<file path="config.mk">
export PLATFORM = sky130hd
export DESIGN_NAME = hazard_scoreboard_ctrl
export DESIGN_NICKNAME = d
export VERILOG_FILES = /design/src/rtl/hazard_scoreboard_ctrl.sv
export SDC_FILE = /design/constraint.sdc
export NUM_CORES = 1
export LEC_CHECK = 0
export ABC_CLOCK_PERIOD_IN_PS = 4000
export CORE_MARGIN = 2
export CORE_UTILIZATION = 35
export CTS_BUF_LIST = sky130_fd_sc_hd__clkbuf_4
export CTS_CLUSTER_SIZE = 10
export DETAILED_ROUTE_END_ITERATION = 6
export GPL_TIMING_DRIVEN = 0
export PLACE_DENSITY = 0.68
export SLEW_MARGIN = 5
export SYNTH_ARGS = -nofsm -noshare
export SYNTH_HDL_FRONTEND = slang
export SYNTH_SLANG_ARGS = --single-unit
</file>
<file path="constraint.sdc">
create_clock -name clk -period 4 [get_ports clk]
set_clock_uncertainty 0.1 [all_clocks]
set_input_delay 1.2 -clock clk [delete_from_list [all_inputs] [get_ports clk]]
set_output_delay 1.2 -clock clk [all_outputs]
set_load 0.05 [all_outputs]
</file>
<file path="src/rtl/hazard_scoreboard_ctrl.sv">
// hazard_scoreboard_ctrl
// Hazard and forwarding controller for the in-order pipeline. A shadow pipeline
// of NSTAGE entries follows the destination registers of in-flight instructions.
// A busy counter tracks a single multi-cycle unit. The block produces the IF/ID
// stall, the taken-branch flush, the per-operand forwarding selects and the
// multi-cycle completion pulse.
// Optional build macro: HAZ_PERF_EN adds saturating 32-bit perf_stall and
// perf_flush event counters.
module hazard_scoreboard_ctrl #(
    parameter int REG_AW    = 5,
    parameter int NSTAGE    = 3,
    parameter int MC_LAT    = 4,
    parameter int FLUSH_CYC = 1,
    localparam int FW       = $clog2(NSTAGE + 1)
) (
    input  logic              clk,
    input  logic              rst_n,
    input  logic              id_valid,
    input  logic [REG_AW-1:0] id_rs1,
    input  logic [REG_AW-1:0] id_rs2,
    input  logic              id_rs1_used,
    input  logic              id_rs2_used,
    input  logic [REG_AW-1:0] id_rd,
    input  logic              id_wreg,
    input  logic              id_load,
    input  logic              id_mc,
    input  logic              id_branch,
    input  logic              br_taken,
    output logic              stall,
    output logic              issue,
    output logic              flush,
    output logic [FW-1:0]     fwd_a,
    output logic [FW-1:0]     fwd_b,
    output logic              mc_busy,
    output logic              mc_done,
    output logic [REG_AW-1:0] mc_rd
`ifdef HAZ_PERF_EN
    ,
    output logic [31:0]       perf_stall,
    output logic [31:0]       perf_flush
`endif
);

    localparam int MCW = $clog2(MC_LAT + 1);
    localparam int FCW = $clog2(FLUSH_CYC + 1);

    // Shadow pipeline: index k is post-ID stage k (1 = EXE).
    logic [NSTAGE:1]              sh_vld_q,  sh_vld_d;
    logic [NSTAGE:1]              sh_wreg_q, sh_wreg_d;
    logic [NSTAGE:1]              sh_load_q, sh_load_d;
    logic [NSTAGE:1][REG_AW-1:0]  sh_rd_q,   sh_rd_d;

    logic [MCW-1:0]    mc_cnt_q,   mc_cnt_d;
    logic [REG_AW-1:0] mc_rd_q,    mc_rd_d;
    logic [FCW-1:0]    flush_cnt_q, flush_cnt_d;

    logic [NSTAGE:1] m_rs1, m_rs2;
    logic            squash;
    logic            haz_load, haz_br, haz_mc;
    logic            rs1_mc, rs2_mc, waw_mc;
    logic            br_flush;

    // Per-stage source matches; register 0 and unused sources never match.
    always_comb begin
        m_rs1 = '0;
        m_rs2 = '0;
        for (int k = 1; k <= NSTAGE; k++) begin
            m_rs1[k] = id_rs1_used && (id_rs1 != '0) && sh_vld_q[k] &&
                       sh_wreg_q[k] && (sh_rd_q[k] == id_rs1);
            m_rs2[k] = id_rs2_used && (id_rs2 != '0) && sh_vld_q[k] &&
                       sh_wreg_q[k] && (sh_rd_q[k] == id_rs2);
        end
    end

    // Forwarding select: nearest matching stage wins, so scan from the far end.
    always_comb begin
        fwd_a = '0;
        fwd_b = '0;
        for (int k = NSTAGE; k >= 1; k--) begin
            if (m_rs1[k]) fwd_a = FW'(k);
            if (m_rs2[k]) fwd_b = FW'(k);
        end
    end

    // Stall / issue / flush decode. Squash overrides everything in ID; an
    // instruction cannot advance while reset is held.
    always_comb begin
        mc_busy  = (mc_cnt_q != '0);
        mc_done  = (mc_cnt_q == MCW'(1));
        squash   = (flush_cnt_q != '0);
        haz_load = (m_rs1[1] | m_rs2[1]) & sh_load_q[1];
        haz_br   = id_branch & (m_rs1[1] | m_rs2[1]);
        // Register 0 is never a hazard, including against the mc destination.
        rs1_mc   = id_rs1_used && (id_rs1 != '0) && (id_rs1 == mc_rd_q);
        rs2_mc   = id_rs2_used && (id_rs2 != '0) && (id_rs2 == mc_rd_q);
        waw_mc   = id_wreg && (id_rd != '0) && (id_rd == mc_rd_q);
        // id_mc while busy covers the structural conflict, incl. the mc_done cycle.
        haz_mc   = mc_busy & (rs1_mc | rs2_mc | waw_mc | id_mc);
        stall    = id_valid & ~squash & (haz_load | haz_br | haz_mc);
        issue    = rst_n & id_valid & ~stall & ~squash;
        br_flush = issue & id_branch & br_taken;
        flush    = br_flush | squash;
    end

    // Next state for the shadow pipeline, mc unit and flush counter.
    always_comb begin
        sh_vld_d     = '0;
        sh_wreg_d    = '0;
        sh_load_d    = '0;
        sh_rd_d      = '0;
        sh_vld_d[1]  = issue;
        // mc results bypass the shadow pipeline: they are never forwarded.
        sh_wreg_d[1] = issue & id_wreg & ~id_mc;
        sh_load_d[1] = issue & id_load;
        sh_rd_d[1]   = issue ? id_rd : '0;
        for (int k = 2; k <= NSTAGE; k++) begin
            sh_vld_d[k]  = sh_vld_q[k-1];
            sh_wreg_d[k] = sh_wreg_q[k-1];
            sh_load_d[k] = sh_load_q[k-1];
            sh_rd_d[k]   = sh_rd_q[k-1];
        end

        mc_cnt_d = mc_cnt_q;
        mc_rd_d  = mc_rd_q;
        if (issue && id_mc) begin
            mc_cnt_d = MCW'(MC_LAT);
            mc_rd_d  = id_rd;
        end else if (mc_busy) begin
            mc_cnt_d = mc_cnt_q - MCW'(1);
            if (mc_done) mc_rd_d = '0;
        end

        flush_cnt_d = flush_cnt_q;
        if (br_flush) begin
            flush_cnt_d = FCW'(FLUSH_CYC - 1);
        end else if (squash) begin
            flush_cnt_d = flush_cnt_q - FCW'(1);
        end
    end

    // Control state: valid bits and counters, cleared by reset.
    always_ff @(posedge clk or negedge rst_n) begin
        if (!rst_n) begin
            sh_vld_q    <= '0;
            mc_cnt_q    <= '0;
            mc_rd_q     <= '0;
            flush_cnt_q <= '0;
        end else begin
            sh_vld_q    <= sh_vld_d;
            mc_cnt_q    <= mc_cnt_d;
            mc_rd_q     <= mc_rd_d;
            flush_cnt_q <= flush_cnt_d;
        end
    end

    // Shadow payload: only meaningful under sh_vld_q, so it carries no reset.
    always_ff @(posedge clk) begin
        sh_wreg_q <= sh_wreg_d;
        sh_load_q <= sh_load_d;
        sh_rd_q   <= sh_rd_d;
    end

    assign mc_rd = mc_rd_q;

`ifdef HAZ_PERF_EN
    logic [31:0] perf_stall_q, perf_stall_d;
    logic [31:0] perf_flush_q, perf_flush_d;

    // Saturating event counters.
    always_comb begin
        perf_stall_d = perf_stall_q;
        perf_flush_d = perf_flush_q;
        if (stall && (perf_stall_q != '1)) perf_stall_d = perf_stall_q + 32'd1;
        if (flush && (perf_flush_q != '1)) perf_flush_d = perf_flush_q + 32'd1;
    end

    // Counter registers.
    always_ff @(posedge clk or negedge rst_n) begin
        if (!rst_n) begin
            perf_stall_q <= '0;
            perf_flush_q <= '0;
        end else begin
            perf_stall_q <= perf_stall_d;
            perf_flush_q <= perf_flush_d;
        end
    end

    assign perf_stall = perf_stall_q;
    assign perf_flush = perf_flush_q;
`endif

endmodule

</file>
==> summary.md <==
| Metric | Value |
|---|---|
| P_sw | `452 µW` |
| Later-pin clock latency in the skew report | `0.33 ns` |
| Core ar. | `0.00544 mm²` |
| Drt via density | `5.33` |
| Layout area overhead | `46.2%` |
| Worst EP arrival | `2.98 ns` |
| Global-route usage over all layers | `18.0%` |
| Grt ovf | `0` |
| Area of the multi-input gates | `0.00136 mm²` |
| Critical path peak fanout | `5` |
| ANT cells | `0` |
| Most used DFF post-synth | `dfxtp_1` |
| CTS Root Cell | `clkbuf_4` |
| Clk pwr share | `16.6%` |
| Req. time, crit path | `2.70 ns` |
| Syn Inst Count | `208` |
| First-pass GRT wire length | `8610 µm` |
| Worst-path clk slew | `0.11 ns` |
| Commonest non-fill, non-tap cell in the layout | `xnor2_1` |
| Internal Pwr Total | `635 µW` |
| Initial antenna violation count | `0` |
| Ports | `39` |
| Die Span Y | `78.4 µm` |
| Failing checks | `negative setup slack` |
| Status | `finished with violations` |
| RSZ-0062 raised after global routing | `true` |
| Worst setup margin | `-0.280 ns` |
| Gp weighted congestion | `0.904` |
| Residual DRC | `0` |
| Distinct cells, synth | `45` |
| Largest net degree at the start of global routing | `13` |
| Sequential Power Share | `36.6%` |
| Starting Density | `35.6%` |
| IO buf count | `28` |
| Max Fclk | `0.234 GHz` |
| Die width | `78.4 µm` |
| Die Footprint | `0.00614 mm²` |
| Pins Over Slew Limit | `0` |
| Hold depth | `0` |
| Post-DP HPWL | `3680 µm` |
| Mapped Avg Cell Area | `9.31 µm²` |
| Mapped Nets | `236` |
| Cells along the critical path | `buf_6, or4_4, buf_4, o2111ai_4, a21oi_4, buf_8, nor4b_4, buf_6` |
| Minimum clock period after layout | `4.28 ns` |
| Worst Path Class, Setup | `input pin to primary output` |
| Final Cycle Share | `107%` |
| Cts bufs inserted | `5` |
| Post-Route Utilization | `52.0%` |
| Vias in the first global route | `1764` |
| Hold Path Class | `flop to flop` |
| Crit end category | `primary output` |
| Final #Nets | `296` |
| # fillers | `507` |
| DR pass1 iterations | `4` |
| Most frequent cells in the layout | `30 x xnor2_1, 22 x buf_4, 19 x dfxtp_1, 18 x nand2_1, 16 x nor2_1` |
| Vias | `1819` |
| Cell Pwr Density | `384 mW/mm²` |
| Antenna-violating nets left | `0` |
| Number of synthesized flops with an enable pin | `0` |
| Slowest-stage cell, CP | `or4_4` |
| Register area share after synthesis | `33.9%` |
| Core Rows | `27` |
| Critical path's most frequent cell | `buf_6` |
| Gate power share | `46.8%` |
| Dpl ws | `-1.35 ns` |
| Relative slew slack | `60.8%` |
| Final hold violation count | `0` |
| Asr flop ratio synth | `36.7%` |
| Leakage | `0.00113 µW` |
| Drt initial violations | `96` |
| CTS H-tree depth | `2` |
| DR WL/cell | `15.9 µm` |
| CP peak stage delay | `0.55 ns` |
| Switching Fraction | `41.6%` |
| Setup violations, final | `7` |
| Max Root-Sink Buffers | `2` |
| Max-cap violations | `0` |
| Yosys reg bits | `30` |
| Yosys warnings | `0` |
| Share of post-route cells with drive strength above 1 | `32.3%` |
| Clock sinks | `30` |
| Least-Margin Pin Slew | `0.583 ns` |
| R2R cell count | `8` |
| Worst VDD drop | `0.000348 V` |
| CTS tree | `built` |
| # hold bufs at CTS | `0` |
| Total Power | `1090 µW` |
| Startpoint types | `input pin` |
| Reg area | `656 µm²` |
| Post-synth design cell area | `0.00194 mm²` |
| Post-Route WL | `5430 µm` |
-- flip-flops by register name, indices dropped and copies added (netlist names) --
register / cells
sh_rd_d: 10
mc_rd: 5
sh_rd_q: 5
mc_cnt_q: 3
sh_vld_q: 3
sh_wreg_q: 3
sh_load_q: 1
-- area by class of cell --
class | instances | area share (%)
buffer | 17 | 5.66
sequential | 30 | 23.2
multi-input combinational | 157 | 48.1
clock buffer | 5 | 1.33
tap | 72 | 3.18
inverter | 4 | 0.531
timing repair buffer | 53 | 17.5
clock inverter | 3 | 0.575
-- critical path, delay by kind of cell --
family	cells	cell delay, ns
buffers and inverters	4	0.63
AOI/OAI and AO/OA	2	0.36
and+or+nand+nor	2	0.79
-- metrics by stage --
stage                     hold slack [ns]  area, µm²  setup TNS (ns)  std cells
after floorplan                     0.231       1990           -1.29        208
after global placement              0.236       2360           -7.13        308
after detailed placement            0.239       2360           -7.25        308
after CTS                           0.258       2750          -0.937        337
after global routing                0.270       2830           -1.46        341
final                               0.256       2830           -1.09        341
-- cells by family after synthesis --
group           count (synthesis)  share of synthesized area, %
fa+ha+maj                       3                          1.94
mux                             1                         0.517
flops                          30                          33.9
compound gates                 26                          11.4
xor+xnor                       44                          19.9
simple gates                   83                          26.2
buf+inv                        21                          6.20
-- worst paths after layout --
check / from / end / slack, ns
max: id_rs2[2] / issue / -0.28
min: sh_wreg_q[2] / sh_wreg_q[3] / 0.26
max reg2reg: mc_cnt_q[0] / mc_rd[2] / 1.78
min reg2reg: sh_wreg_q[2] / sh_wreg_q[3] / 0.26
max in group asynchronous: rst_n / mc_rd[2] / 2.79
min in group asynchronous: rst_n / sh_vld_q[3] / 0.75
-- Yosys cell counts, types with 2 or more instances --
cell type | n | area, µm²
xnor2_1 | 30 | 263
dfxtp_1 | 19 | 380
nand2_1 | 18 | 67.6
nor2_1 | 18 | 67.6
xor2_1 | 14 | 123
dfrtp_1 | 11 | 275
nand4_1 | 11 | 68.8
nand3_1 | 9 | 45.0
nor4_2 | 7 | 87.6
nor4_1 | 6 | 37.5
o21ai_0 | 6 | 30.0
a31oi_1 | 5 | 31.3
buf_2 | 5 | 25.0
clkbuf_1 | 5 | 18.8
buf_6 | 4 | 45.0
inv_1 | 4 | 15.0
ha_1 | 3 | 37.5
nor2b_1 | 2 | 12.5
o2111a_1 | 2 | 22.5
o2111ai_2 | 2 | 30.0
o41ai_1 | 2 | 17.5
or4_4 | 2 | 22.5
-- what timing repair did --
item / CTS / global route
resized for setup: 94 / 11
setup buffers: 21 / 4
endpoints found under the setup margin: 7 / 6
gates cloned: 0 / 0
endpoints found under the hold margin: 0 / 0
pin swaps: 13 / 8
-- power by group through the flow --
stage                     clock, µW  combinational (µW)  sequential, µW
after floorplan                   0                 282             434
after global routing            200                 548             404
after CTS                       183                 493             397
after global placement            0                 431             403
after detailed placement          0                 436             404
final                           181                 509             397
-- metal layers --
metal  vias up  track usage, %  share of wire [%]
li1        861               -                  -
met1       883            22.7                 43
met2        66            31.5                 51
met3         9            3.33                4.8
met4         0            4.74                1.0
met5         -               0                  0
Note: power is estimated with default switching activity, not from simulation.
